`src/rtl/decode_uop_seq.sv`:
```
// ---------------------------------------------------------------------------
// decode_uop_seq: decode stage between fetch and rename.
//
// Each fetched instruction is statically decoded and expanded into one or two
// uops. A JAL/JALR whose rd is not x0 is split into "auipc rd, 4" followed by
// the jump with rd=x0. Every uop gets a sequential instruction id. Control
// uops are pushed to the branch queue. All uops are buffered in an
// OUT_DEPTH-entry FIFO toward rename.
//
// Optional feature macro: DECODE_DIRECT_REDIRECT_EN
//   defined   -> direct branches/JAL are target-checked against the fetch
//                prediction, and a one-cycle redirect pulse is raised.
//   undefined -> redirect_valid_o / redirect_pc_o are tied to zero.
//
// Ports (decode_uop_seq):
//   clk, rstn          clock, asynchronous active-low reset
//   in_i/_valid/_ready fetched instruction handshake (pc, data, bp)
//   di_o/_valid/_ready FIFO head uop toward rename (si, id, bqid, fault)
//   bq_push_io         branch-queue push (valid, pc, id, bp out; bqid in)
//   bq_full_i          branch queue cannot take a push
//   squash_io          flush request (valid, id of last surviving uop)
//   occupancy_o        FIFO fill level
//   redirect_valid_o   direct-branch mispredict pulse
//   redirect_pc_o      corrected target
// ---------------------------------------------------------------------------

package decode_uop_seq_pkg;
    typedef logic [31:0] pc_t;
    typedef logic [3:0]  id_t;
    typedef logic [2:0]  bqid_t;
    typedef logic [1:0]  fu_t;
    typedef logic [1:0]  size_t;

    localparam fu_t FU_ALU  = 2'd0;
    localparam fu_t FU_MUL  = 2'd1;
    localparam fu_t FU_LSU  = 2'd2;
    localparam fu_t FU_CTRL = 2'd3;

    localparam size_t SIZE_B = 2'd0;
    localparam size_t SIZE_H = 2'd1;
    localparam size_t SIZE_W = 2'd2;
    localparam size_t SIZE_D = 2'd3;

    localparam logic [6:0] OPC_OP_IMM = 7'b0010011;
    localparam logic [6:0] OPC_OP     = 7'b0110011;
    localparam logic [6:0] OPC_LUI    = 7'b0110111;
    localparam logic [6:0] OPC_AUIPC  = 7'b0010111;
    localparam logic [6:0] OPC_LOAD   = 7'b0000011;
    localparam logic [6:0] OPC_STORE  = 7'b0100011;
    localparam logic [6:0] OPC_BRANCH = 7'b1100011;
    localparam logic [6:0] OPC_JAL    = 7'b1101111;
    localparam logic [6:0] OPC_JALR   = 7'b1100111;

    typedef struct packed {
        logic taken;
        pc_t  pcnext;
    } bp_t;

    typedef struct packed {
        pc_t         pc;
        logic [31:0] data;
        bp_t         bp;
    } fetch_data_t;

    typedef struct packed {
        fu_t                fu;
        logic [6:0]         opcode;
        logic [2:0]         funct3;
        logic [4:0]         rs1;
        logic               rs1_valid;
        logic [4:0]         rs2;
        logic               rs2_valid;
        logic [4:0]         rd;
        logic               rd_valid;
        logic signed [31:0] imm;
        size_t              size;
        logic               direct;   // target = pc + imm (B-type or JAL)
        logic               is_jal;
        logic               split;    // JAL/JALR with rd != x0
        logic               illegal;
        logic [31:0]        tinst;
    } si_t;

    typedef struct packed {
        si_t   si;
        id_t   id;
        bqid_t bqid;
        logic  fault;
    } di_t;
endpackage

// Branch-queue push channel: the decode stage is the master.
interface bq_push_if;
    logic                      valid;
    decode_uop_seq_pkg::pc_t   pc;
    decode_uop_seq_pkg::id_t   id;
    decode_uop_seq_pkg::bp_t   bp;
    decode_uop_seq_pkg::bqid_t bqid;
    modport master (output valid, pc, id, bp, input bqid);
    modport slave  (input valid, pc, id, bp, output bqid);
endinterface

// Flush request: id is the youngest surviving uop.
interface squash_if;
    logic                    valid;
    decode_uop_seq_pkg::id_t id;
    modport master (output valid, id);
    modport slave  (input valid, id);
endinterface

// ---------------------------------------------------------------------------
// static_decoder: purely combinational RV decode of one 32-bit instruction.
//   instr_i  raw instruction bits
//   si_o     decoded static-instruction record
// ---------------------------------------------------------------------------
module static_decoder
    import decode_uop_seq_pkg::*;
(
    input  logic [31:0] instr_i,
    output si_t         si_o
);
    logic [6:0]         opcode;
    logic [2:0]         funct3;
    logic signed [31:0] imm_i, imm_s, imm_b, imm_u, imm_j;

    always_comb begin
        opcode = instr_i[6:0];
        funct3 = instr_i[14:12];
        imm_i  = {{20{instr_i[31]}}, instr_i[31:20]};
        imm_s  = {{20{instr_i[31]}}, instr_i[31:25], instr_i[11:7]};
        imm_b  = {{19{instr_i[31]}}, instr_i[31], instr_i[7], instr_i[30:25], instr_i[11:8], 1'b0};
        imm_u  = {instr_i[31:12], 12'b0};
        imm_j  = {{11{instr_i[31]}}, instr_i[31], instr_i[19:12], instr_i[20], instr_i[30:21], 1'b0};

        si_o        = '0;
        si_o.opcode = opcode;
        si_o.funct3 = funct3;
        si_o.rs1    = instr_i[19:15];
        si_o.rs2    = instr_i[24:20];
        si_o.rd     = instr_i[11:7];
        si_o.size   = SIZE_D;
        si_o.tinst  = instr_i;
        si_o.fu     = FU_ALU;

        case (opcode)
            OPC_OP_IMM: begin
                si_o.rs1_valid = 1'b1;
                si_o.rd_valid  = 1'b1;
                si_o.imm       = imm_i;
            end
            OPC_OP: begin
                si_o.fu        = instr_i[25] ? FU_MUL : FU_ALU;
                si_o.rs1_valid = 1'b1;
                si_o.rs2_valid = 1'b1;
                si_o.rd_valid  = 1'b1;
            end
            OPC_LUI, OPC_AUIPC: begin
                si_o.rd_valid = 1'b1;
                si_o.imm      = imm_u;
            end
            OPC_LOAD: begin
                si_o.fu        = FU_LSU;
                si_o.rs1_valid = 1'b1;
                si_o.rd_valid  = 1'b1;
                si_o.imm       = imm_i;
                si_o.size      = size_t'(funct3[1:0]);
            end
            OPC_STORE: begin
                si_o.fu        = FU_LSU;
                si_o.rs1_valid = 1'b1;
                si_o.rs2_valid = 1'b1;
                si_o.imm       = imm_s;
                si_o.size      = size_t'(funct3[1:0]);
            end
            OPC_BRANCH: begin
                si_o.fu        = FU_CTRL;
                si_o.rs1_valid = 1'b1;
                si_o.rs2_valid = 1'b1;
                si_o.imm       = imm_b;
                // funct3 010/011 are unallocated branch encodings
                si_o.direct    = (funct3 != 3'b010) && (funct3 != 3'b011);
                si_o.illegal   = !si_o.direct;
            end
            OPC_JAL: begin
                si_o.fu       = FU_CTRL;
                si_o.rd_valid = 1'b1;
                si_o.imm      = imm_j;
                si_o.direct   = 1'b1;
                si_o.is_jal   = 1'b1;
            end
            OPC_JALR: begin
                si_o.fu        = FU_CTRL;
                si_o.rs1_valid = 1'b1;
                si_o.rd_valid  = 1'b1;
                si_o.imm       = imm_i;
            end
            default: si_o.illegal = 1'b1;
        endcase

        // Writes to x0 are architecturally dropped
        si_o.rd_valid = si_o.rd_valid && (si_o.rd != 5'd0);
        si_o.split    = ((opcode == OPC_JAL) || (opcode == OPC_JALR)) && (si_o.rd != 5'd0);
    end
endmodule

// ---------------------------------------------------------------------------
// dynamic_decoder_fault: fault bit for a candidate uop.
//   illegal_i   undecodable instruction
//   direct_i    direct control transfer (target = pc + imm)
//   imm_bit1_i  bit 1 of the immediate
//   fault_o     uop must raise an exception at commit
// Without compressed instructions pc is word aligned, so a direct target
// with imm[1] set is misaligned.
// ---------------------------------------------------------------------------
module dynamic_decoder_fault (
    input  logic illegal_i,
    input  logic direct_i,
    input  logic imm_bit1_i,
    output logic fault_o
);
    assign fault_o = illegal_i || (direct_i && imm_bit1_i);
endmodule

// ---------------------------------------------------------------------------
// decode_uop_seq top (see file header for port summary)
// ---------------------------------------------------------------------------
module decode_uop_seq
    import decode_uop_seq_pkg::*;
#(
    parameter int OUT_DEPTH = 2
) (
    input  logic                           clk,
    input  logic                           rstn,
    input  fetch_data_t                    in_i,
    input  logic                           in_i_valid,
    output logic                           in_i_ready,
    output di_t                            di_o,
    output logic                           di_o_valid,
    input  logic                           di_o_ready,
    bq_push_if.master                      bq_push_io,
    input  logic                           bq_full_i,
    squash_if.slave                        squash_io,
    output logic [$clog2(OUT_DEPTH+1)-1:0] occupancy_o,
    output logic                           redirect_valid_o,
    output pc_t                            redirect_pc_o
);
    localparam int PW = $clog2(OUT_DEPTH);
    localparam int CW = $clog2(OUT_DEPTH + 1);

    localparam logic [0:0] ST_IDLE = 1'b0;
    localparam logic [0:0] ST_UOP1 = 1'b1;

    logic [0:0]    state_q, state_d;
    id_t           id_q, id_d;
    logic [PW-1:0] wr_ptr_q, wr_ptr_d;
    logic [PW-1:0] rd_ptr_q, rd_ptr_d;
    logic [CW-1:0] count_q, count_d;
    di_t           mem_q [OUT_DEPTH];

    // Held split instruction (jump half), data only
    pc_t hold_pc_q, hold_pc_d;
    si_t hold_si_q, hold_si_d;
    bp_t hold_bp_q, hold_bp_d;

    si_t  dec_si, cand_si;
    pc_t  cand_pc;
    bp_t  cand_bp;
    logic cand_valid, cand_ctrl, cand_fault;
    logic full, enq, deq;
    di_t  enq_entry;

    static_decoder u_static_decoder (
        .instr_i (in_i.data),
        .si_o    (dec_si)
    );

    dynamic_decoder_fault u_fault (
        .illegal_i  (cand_si.illegal),
        .direct_i   (cand_si.direct),
        .imm_bit1_i (cand_si.imm[1]),
        .fault_o    (cand_fault)
    );

    // Candidate selection: fresh decode, the auipc half of a split, or the held jump
    always_comb begin
        cand_si    = dec_si;
        cand_pc    = in_i.pc;
        cand_bp    = in_i.bp;
        cand_valid = in_i_valid;
        if (state_q == ST_UOP1) begin
            cand_si          = hold_si_q;
            cand_si.rd       = 5'd0;
            cand_si.rd_valid = 1'b0;
            cand_si.split    = 1'b0;
            cand_si.tinst    = {hold_si_q.tinst[31:12], 5'd0, hold_si_q.tinst[6:0]};
            cand_pc          = hold_pc_q;
            cand_bp          = hold_bp_q;
            cand_valid       = 1'b1;
        end else if (dec_si.split) begin
            cand_si          = '0;
            cand_si.fu       = FU_ALU;
            cand_si.opcode   = OPC_AUIPC;
            cand_si.imm      = 32'sd4;
            cand_si.size     = SIZE_D;
            cand_si.rd       = dec_si.rd;
            cand_si.rd_valid = 1'b1;
            cand_si.tinst    = {20'd0, dec_si.rd, OPC_AUIPC};
        end
    end

    // Handshake and next-state
    always_comb begin
        full      = (count_q == CW'(OUT_DEPTH));
        cand_ctrl = (cand_si.fu == FU_CTRL);
        // rstn gates the combinational outputs so nothing leaks while held in reset
        in_i_ready = rstn && (state_q == ST_IDLE) && !squash_io.valid && !full &&
                     !((dec_si.fu == FU_CTRL) && !dec_si.split && bq_full_i);
        enq = rstn && cand_valid && !full && !squash_io.valid && !(cand_ctrl && bq_full_i);
        deq = di_o_valid && di_o_ready && !squash_io.valid;

        enq_entry       = '0;
        enq_entry.si    = cand_si;
        enq_entry.id    = id_q;
        enq_entry.bqid  = cand_ctrl ? bq_push_io.bqid : '0;
        enq_entry.fault = cand_fault;

        state_d  = state_q;
        id_d     = id_q;
        wr_ptr_d = wr_ptr_q;
        rd_ptr_d = rd_ptr_q;
        count_d  = count_q;

        hold_pc_d = hold_pc_q;
        hold_si_d = hold_si_q;
        hold_bp_d = hold_bp_q;
        if (enq && (state_q == ST_IDLE) && dec_si.split) begin
            hold_pc_d = in_i.pc;
            hold_si_d = dec_si;
            hold_bp_d = in_i.bp;
        end

        if (squash_io.valid) begin
            state_d  = ST_IDLE;
            id_d     = squash_io.id + id_t'(1);
            wr_ptr_d = '0;
            rd_ptr_d = '0;
            count_d  = '0;
        end else begin
            if (enq) begin
                wr_ptr_d = wr_ptr_q + PW'(1);
                id_d     = id_q + id_t'(1);
                if (state_q == ST_UOP1)
                    state_d = ST_IDLE;
                else if (dec_si.split)
                    state_d = ST_UOP1;
            end
            if (deq)
                rd_ptr_d = rd_ptr_q + PW'(1);
            count_d = count_q + CW'(enq) - CW'(deq);
        end
    end

    // Control state
    always_ff @(posedge clk or negedge rstn) begin
        if (!rstn) begin
            state_q  <= ST_IDLE;
            id_q     <= '0;
            wr_ptr_q <= '0;
            rd_ptr_q <= '0;
            count_q  <= '0;
        end else begin
            state_q  <= state_d;
            id_q     <= id_d;
            wr_ptr_q <= wr_ptr_d;
            rd_ptr_q <= rd_ptr_d;
            count_q  <= count_d;
        end
    end

    // Datapath storage: validity is carried entirely by the control state
    always_ff @(posedge clk) begin
        hold_pc_q <= hold_pc_d;
        hold_si_q <= hold_si_d;
        hold_bp_q <= hold_bp_d;
        if (enq)
            mem_q[wr_ptr_q] <= enq_entry;
    end

    assign di_o_valid  = (count_q != '0);
    assign di_o        = di_o_valid ? mem_q[rd_ptr_q] : '0;
    assign occupancy_o = count_q;

    assign bq_push_io.valid = enq && cand_ctrl;
    assign bq_push_io.pc    = cand_pc;
    assign bq_push_io.id    = id_q;
    assign bq_push_io.bp    = cand_bp;

`ifdef DECODE_DIRECT_REDIRECT_EN
    logic redirect_valid_q, redirect_valid_d;
    pc_t  redirect_pc_q, redirect_pc_d;
    pc_t  target;
    logic mispredict;

    function automatic pc_t branch_target(input pc_t pc, input logic signed [31:0] imm);
        return pc + pc_t'(imm);
    endfunction

    always_comb begin
        target     = branch_target(cand_pc, cand_si.imm);
        // An untaken-predicted JAL is always wrong; a taken prediction must match the target
        mispredict = (cand_bp.taken && (cand_bp.pcnext != target)) ||
                     (cand_si.is_jal && !cand_bp.taken);
        redirect_valid_d = enq && cand_si.direct && mispredict;
        redirect_pc_d    = redirect_valid_d ? target : redirect_pc_q;
    end

    always_ff @(posedge clk or negedge rstn) begin
        if (!rstn) begin
            redirect_valid_q <= 1'b0;
            redirect_pc_q    <= '0;
        end else begin
            redirect_valid_q <= redirect_valid_d;
            redirect_pc_q    <= redirect_pc_d;
        end
    end

    assign redirect_valid_o = redirect_valid_q;
    assign redirect_pc_o    = redirect_pc_q;
`else
    assign redirect_valid_o = 1'b0;
    assign redirect_pc_o    = '0;
`endif
endmodule

```
`src/flat_wrapper.sv`:
```
// flat-port wrapper written by rule: the top's interface ports become plain ports
module decode_uop_seq_flat import decode_uop_seq_pkg::*;
#(
    parameter int OUT_DEPTH = 2
)
  (clk, rstn, in_i, in_i_valid, in_i_ready, di_o, di_o_valid, di_o_ready, bq_full_i, occupancy_o, redirect_valid_o, redirect_pc_o, bq_push_io_valid, bq_push_io_pc, bq_push_io_id, bq_push_io_bp, bq_push_io_bqid, squash_io_valid, squash_io_id);
  bq_push_if bq_push_io_i ();
  squash_if squash_io_i ();
  input  logic clk;
  input  logic rstn;
  input  fetch_data_t in_i;
  input  logic in_i_valid;
  output logic in_i_ready;
  output di_t di_o;
  output logic di_o_valid;
  input  logic di_o_ready;
  input  logic bq_full_i;
  output logic [$clog2(OUT_DEPTH+1)-1:0] occupancy_o;
  output logic redirect_valid_o;
  output pc_t redirect_pc_o;
  output wire logic [$bits(bq_push_io_i.valid)-1:0] bq_push_io_valid;
  output wire logic [$bits(bq_push_io_i.pc)-1:0] bq_push_io_pc;
  output wire logic [$bits(bq_push_io_i.id)-1:0] bq_push_io_id;
  output wire logic [$bits(bq_push_io_i.bp)-1:0] bq_push_io_bp;
  input wire logic [$bits(bq_push_io_i.bqid)-1:0] bq_push_io_bqid;
  input wire logic [$bits(squash_io_i.valid)-1:0] squash_io_valid;
  input wire logic [$bits(squash_io_i.id)-1:0] squash_io_id;
  assign bq_push_io_valid = bq_push_io_i.valid;
  assign bq_push_io_pc = bq_push_io_i.pc;
  assign bq_push_io_id = bq_push_io_i.id;
  assign bq_push_io_bp = bq_push_io_i.bp;
  assign bq_push_io_i.bqid = bq_push_io_bqid;
  assign squash_io_i.valid = squash_io_valid;
  assign squash_io_i.id = squash_io_id;
  decode_uop_seq #(.OUT_DEPTH(OUT_DEPTH)) u_core (.clk(clk), .rstn(rstn), .in_i(in_i), .in_i_valid(in_i_valid), .in_i_ready(in_i_ready), .di_o(di_o), .di_o_valid(di_o_valid), .di_o_ready(di_o_ready), .bq_push_io(bq_push_io_i), .bq_full_i(bq_full_i), .squash_io(squash_io_i), .occupancy_o(occupancy_o), .redirect_valid_o(redirect_valid_o), .redirect_pc_o(redirect_pc_o));
endmodule
```
`config.mk`:
```
export PLATFORM = sky130hd
export DESIGN_NAME = decode_uop_seq_flat
export DESIGN_NICKNAME = d
export VERILOG_FILES = /design/src/rtl/decode_uop_seq.sv /design/src/flat_wrapper.sv
export SDC_FILE = /design/constraint.sdc
export NUM_CORES = 1
export LEC_CHECK = 0
export BUFFER_PORTS_ARGS = -buffer_cell sky130_fd_sc_hd__buf_2
export CAP_MARGIN = 20
export CORE_ASPECT_RATIO = 0.7
export CORE_UTILIZATION = 60
export DETAILED_ROUTE_END_ITERATION = 7
export MAX_ROUTING_LAYER = met4
export PLACE_DENSITY = 0.83
export SLEW_MARGIN = 0
export SYNTH_ARGS = -nofsm -noshare
export SYNTH_HDL_FRONTEND = slang
export SYNTH_HIERARCHICAL = 1
export SYNTH_SLANG_ARGS = --single-unit
```
`constraint.sdc`:
```
create_clock -name clk -period 27.9 [get_ports clk]
set_input_delay 2.79 -clock clk [delete_from_list [all_inputs] [get_ports clk]]
set_output_delay 2.79 -clock clk [all_outputs]
set_load 0.05 [all_outputs]
```
Yosys cells after proc, flatten, opt, wreduce, memory -nomap -nowiden
Memory sizes are Yosys's and may differ from the RTL's.
Cells that the tools add are included.
{ "classes": {"addsub": 6, "eq_ne": 14, "n_mux": 30, "n_bitwise": 1, "n_reduce_logical": 40} }
{ "ops": {"columns": ["cell", "n"], "rows": [
  ["100-bit 2-to-1 mux", 2],
  ["32-bit one-hot mux with 5 select lines", 1],
  ["108-bit 2-to-1 mux", 1],
  ["33-bit 2-to-1 mux", 1],
  ["32-bit 2-to-1 mux", 1],
  ["7-bit by 6-bit equality test with 1-bit output (second input constant)", 3],
  ["7-bit equality test (second input constant)", 3],
  ["1-bit logical AND", 20],
  ["1-bit 2-to-1 mux", 16],
  ["7-bit by 5-bit equality test with 1-bit output (second input constant)", 2],
  ["3-bit OR reduction", 3],
  ["4-bit by 1-bit adder with 4-bit output (second input constant)", 2],
  ["4-bit 2-to-1 mux", 2],
  ["8-bit OR reduction", 1],
  ["7-bit by 2-bit equality test with 1-bit output (second input constant)", 1],
  ["7-bit OR reduction", 1],
  ["2-bit equality test (second input constant)", 3],
  ["1-bit zero test", 6],
  ["3-bit by 2-bit inequality test with 1-bit output (second input constant)", 2],
  ["2-bit one-hot mux with 3 select lines", 1],
  ["2-bit nonzero test", 3],
  ["6-bit OR reduction", 1],
  ["5-bit nonzero test", 1],
  ["2-bit 2-to-1 mux", 2],
  ["8 further kinds", 12]
]} }
{ "totals": {"ff_bits": 167, "ramBits": 216, "in_bits": 110, "output_inout_bits": 215, "elab_cells": 113, "memories": 1} }
{ "mem_list": {"columns": ["memory", "words", "width", "rd", "rd_clocked_by_memory_dff", "write_ports", "line", "text"], "rows": [
  ["u_core.mem_q", 2, 108, 1, 0, 1, "decode_uop_seq.sv:258", "di_t mem_q [OUT_DEPTH];"]
]} }

Depth between registers and ports, before layout
{ "depth": {"depth_word": 13, "mapped_depth": 15, "depth_no_buf": 14} }

By module
The synthesis kept the hierarchy.
{ "by_module_without_submodules": {"columns": ["module", "n_inst", "cells_each", "area_each_um2", "seq_area_each_um2"], "rows": [
  ["decode_uop_seq", 1, 941, 15404.8, 11245.8],
  ["static_decoder", 1, 145, 1056.0, 0.0],
  ["dynamic_decoder_fault", 1, 1, 7.5, 0.0]
]} }

Worst setup path before layout
OpenSTA, ideal clock, no wires.
{ "synth_path": {"kind": "input port to flip-flop", "start": "input in_i[37] in the netlist's numbering", "end": "register u_core/hold_bp_q[0] in the netlist's numbering, enable pin", "setup_ns": 0.749, "arrival_ns": 12.147, "required_time_ns": 27.151, "slack_ns": 15.003, "path_stages": 7, "path_buffers": 1, "cell_sequence": "buf_2 -> and4b_1 -> nand3_1 -> nor2_1 -> nand4bb_4 -> a21oi_2 -> nor4b_2"} }
{ "synth_rtl": {"columns": ["item", "line", "text"], "rows": [
  ["start: declaration", "flat_wrapper.sv:11", "input fetch_data_t in_i;"],
  ["end signal: assignment", "decode_uop_seq.sv:384", "hold_bp_q <= hold_bp_d;"],
  ["end: declaration", "decode_uop_seq.sv:263", "bp_t hold_bp_q, hold_bp_d;"]
]} }

==> reports/results.txt <==
Net Switching: 0.0003783 W
Final Hold Vio Count: 0
Startpoint types: input pin
Status: finished, final reports clean
Clock power frac: 35.6%
Syn_area_per_cell: 15.15 sq um
P&R area growth vs syn: 13.98%
Post-synth top area share: 66.92%
Met1 usage in global routing: 35.81%
DR vias: 9729
Clock Skew: 0.02572 ns
Post-synth EDFFs: 367
P per Cell Area: 70.61 nW/um^2
Peak VDD IR: 0.05311 mV
Min setup slack post-route: 19.92 ns
Distinct cells, synth: 56
Met2 Use GR: 39.67%
Async SR Flop Fraction: 2.394%
Share of layout cells above drive strength 1: 33.78%
GR Overflow Total: 0
Slew headroom: 30.97%
Area of the multi-input gates: 4337 sq um
DR DRC count: 0
Switching part of the total: 28.54%
Data required, critical path: 25.11 ns
Final WL: 35720 um
Critical path type: in -> out
Initial antenna violation count: 4
Critical Path End Type: output pin
Grt peak-use layer: met2
Fin crit share: 28.61%
Crit path arrival time: 5.19 ns
Internal: 0.0009471 W
IO Count: 325
I/O Buffers: 290
Clk_lat worst skew: 0.53 ns
Yosys synthesis warning count: 6
Seq. cell area: 11250 sq um
#FFs+latches synth: 376
Slew @ Worst Pin: 1.035 ns
FP Rows: 50
CTS tree: done
Wire per inst: 20.97 um
Die height: 140.6 um
Number of max-cap violations: 0
HPWL Detailed: 22690 um
Largest net degree at the start of global routing: 79
Fill count: 1820
Drt via density: 5.713
H-tree levels: 2
Setup violations, final: 0
Cell Area, Synth: 16470 sq um
RSZ-0062 raised after global routing: false
M3 GR Usage: 6.172%
DIE WIDTH: 200.0 um
# resized after CTS: 0
Max clock buf depth: 3
Post-synthesis sequential area ratio: 68.29%
Initial core utilization: 61.36%
Crit Path Max Fanout: 12
Hold crit path type: reg -> reg
Clock Sink Count: 376
Synth Flop Type: edfxtp_1
Clock slew at reported path FFs: 0.06 ns
Iter 0 DRT Violations: 687
Fin Setup TNS: 0 ns
CTS Hold Bufs: 0
Vias in the first global route: 9467
Core ar.: 26840 sq um
TritonCTS buffer count: 36
Max-slew violation count: 0
Post-CTS Setup Inserts: 0
First-pass GRT wire length: 53660 um
Total chip power: 0.001325 W
Leading area contributor after synthesis: edfxtp_1
Routability Congestion: 0.8884
Minimum clock period: 7.981 ns
Logic pwr share: 16.2%
Mapped Cells: 1087
Fmax: 125.3 MHz
Flop pwr share: 48.3%
Final hold slack: 0.5350 ns
Total Nets Final: 1420
Remaining antenna violation count: 0
Die area: 28120 sq um
Pre-CTS WS: 19.97 ns
1st-pass router iterations: 5
CTS Root Cell: clkbuf_16
P_leak: 7.042 nW
Total GRT Usage: 26.15%
Area contributors post-synth: edfxtp_1 (67%), mux2i_1 (6.9%), mux2_2 (4.7%)
==> Yosys cell counts, types with 3 or more instances <==
library cell / instances
edfxtp_1: 367
nor2_1: 139
mux2i_1: 113
buf_4: 101
a22o_1: 79
mux2_2: 69
buf_2: 34
nand2_1: 25
a21o_1: 22
clkbuf_1: 17
o21ai_0: 16
and2_1: 9
dfrtp_1: 9
nand3_1: 8
nor2b_1: 8
inv_1: 7
and3_1: 4
nand2b_1: 4
ha_1: 3
nor3_1: 3
o21a_1: 3
==> metrics by stage <==
stage | util [%] | cell area, sq um | std cells
floorplan | - | 16590 | 1120
CTS | 69.87 | 18750 | 1696
global route | 69.91 | 18760 | 1700
global placement | 65.68 | 17630 | 1633
detailed placement | 65.68 | 17630 | 1633
finish | 69.94 | 18770 | 1703
==> cell usage in the layout, fill, tap and decap left out, drive strengths merged, types with 3 or more instances in the layout <==
cell / instances
a21o: 22
a21oi: 4
a22o: 79
and2: 10
and3: 4
buf: 303
clkbuf: 44
clkinv: 8
clkinvlp: 7
conb: 34
dfrtp: 9
diode: 7
edfxtp: 367
ha: 3
inv: 11
mux2: 71
mux2i: 113
nand2: 25
nand2b: 4
nand3: 8
nor2: 139
nor2b: 8
nor3: 4
o21a: 3
o21ai: 18
o22ai: 3
==> final timing paths <==
kind,startpoint,end,slack [ns],cells past startpoint
worst max-delay path,in_i[35],bq_push_io_valid,19.92,11
worst min-delay path,u_core/bq_push_io.id[1]$_DFFE_PN0P_,u_core/mem_q[0][5]$_DFFE_PP_,0.53,0
worst max register to register,u_core/state_q$_DFFE_PN0P_,u_core/mem_q[0][26]$_DFFE_PP_,24.28,7
worst min register to register,u_core/bq_push_io.id[1]$_DFFE_PN0P_,u_core/mem_q[0][5]$_DFFE_PP_,0.53,0
max in group asynchronous,rstn,u_core/state_q$_DFFE_PN0P_,25.50,1
min in group asynchronous,rstn,u_core/rd_ptr_q$_DFFE_PN0P_,2.14,1
==> final cells by class <==
class / count / share of cell area, %
Sequential cell: 376 / 59.95
Multi-Input combinational cell: 581 / 23.10
Timing Repair Buffer: 303 / 8.252
Clock buffer: 44 / 5.073
Tap cell: 364 / 2.426
Clock inverter: 19 / 0.9199
Inverter: 9 / 0.1800
Antenna cell: 7 / 0.09332
==> power by group through the flow <==
| stage | clock [W] | combinational [W] | sequential, W |
|---|---|---|---|
| detailed placement | 0 | 0.000214 | 0.000652 |
| floorplan | 0 | 0.000175 | 0.000647 |
| CTS | 0.000479 | 0.000215 | 0.000640 |
| global route | 0.000499 | 0.000225 | 0.000641 |
| global placement | 0 | 0.000212 | 0.000651 |
| finish | 0.000472 | 0.000214 | 0.000640 |
==> flip-flops by register name, summed over array words and instances (netlist names) <==
| register | cells |
|---|---|
| u_core/mem_q | 214 |
| u_core/hold_si_q | 88 |
| u_core/hold_bp_q | 33 |
| u_core/hold_pc_q | 32 |
| u_core/bq_push_io.id | 4 |
| u_core/occupancy_o | 2 |
| u_core/rd_ptr_q | 1 |
| u_core/state_q | 1 |
| u_core/wr_ptr_q | 1 |
==> critical path, cell delays in order <==
cell       delay, ns
buf_2           0.17
nand4bb_4       0.29
nor3b_2         0.53
nand2_1         0.15
nand3_1         0.22
nand4bb_4       0.17
a21oi_2         0.32
nor2_1          0.12
inv_2           0.13
a21oi_1         0.07
buf_2           0.22
==> routing by layer <==
layer / vias up / wire, um
met1: 4828 / 15260
met4: 0 / 642
met3: 50 / 2979
li1: 4420 / -
met5: - / 0
met2: 431 / 16840
==> kinds of logic (layout without fill, tap and decap cells) <==
| kind of cell | Yosys count | after routing | synth area share (%) |
|---|---|---|---|
| mux | 184 | 184 | 11.75 |
| flops | 376 | 376 | 68.29 |
| simple gates | 218 | 218 | 6.230 |
| xor+xnor | 4 | 4 | 0.2128 |
| other cells | 1 | 41 | 0.02277 |
| compound gates | 138 | 138 | 6.906 |
| buf+inv | 163 | 375 | 6.367 |
| fa+ha+maj | 3 | 3 | 0.2280 |
Note: power is estimated with default switching activity, not from simulation.
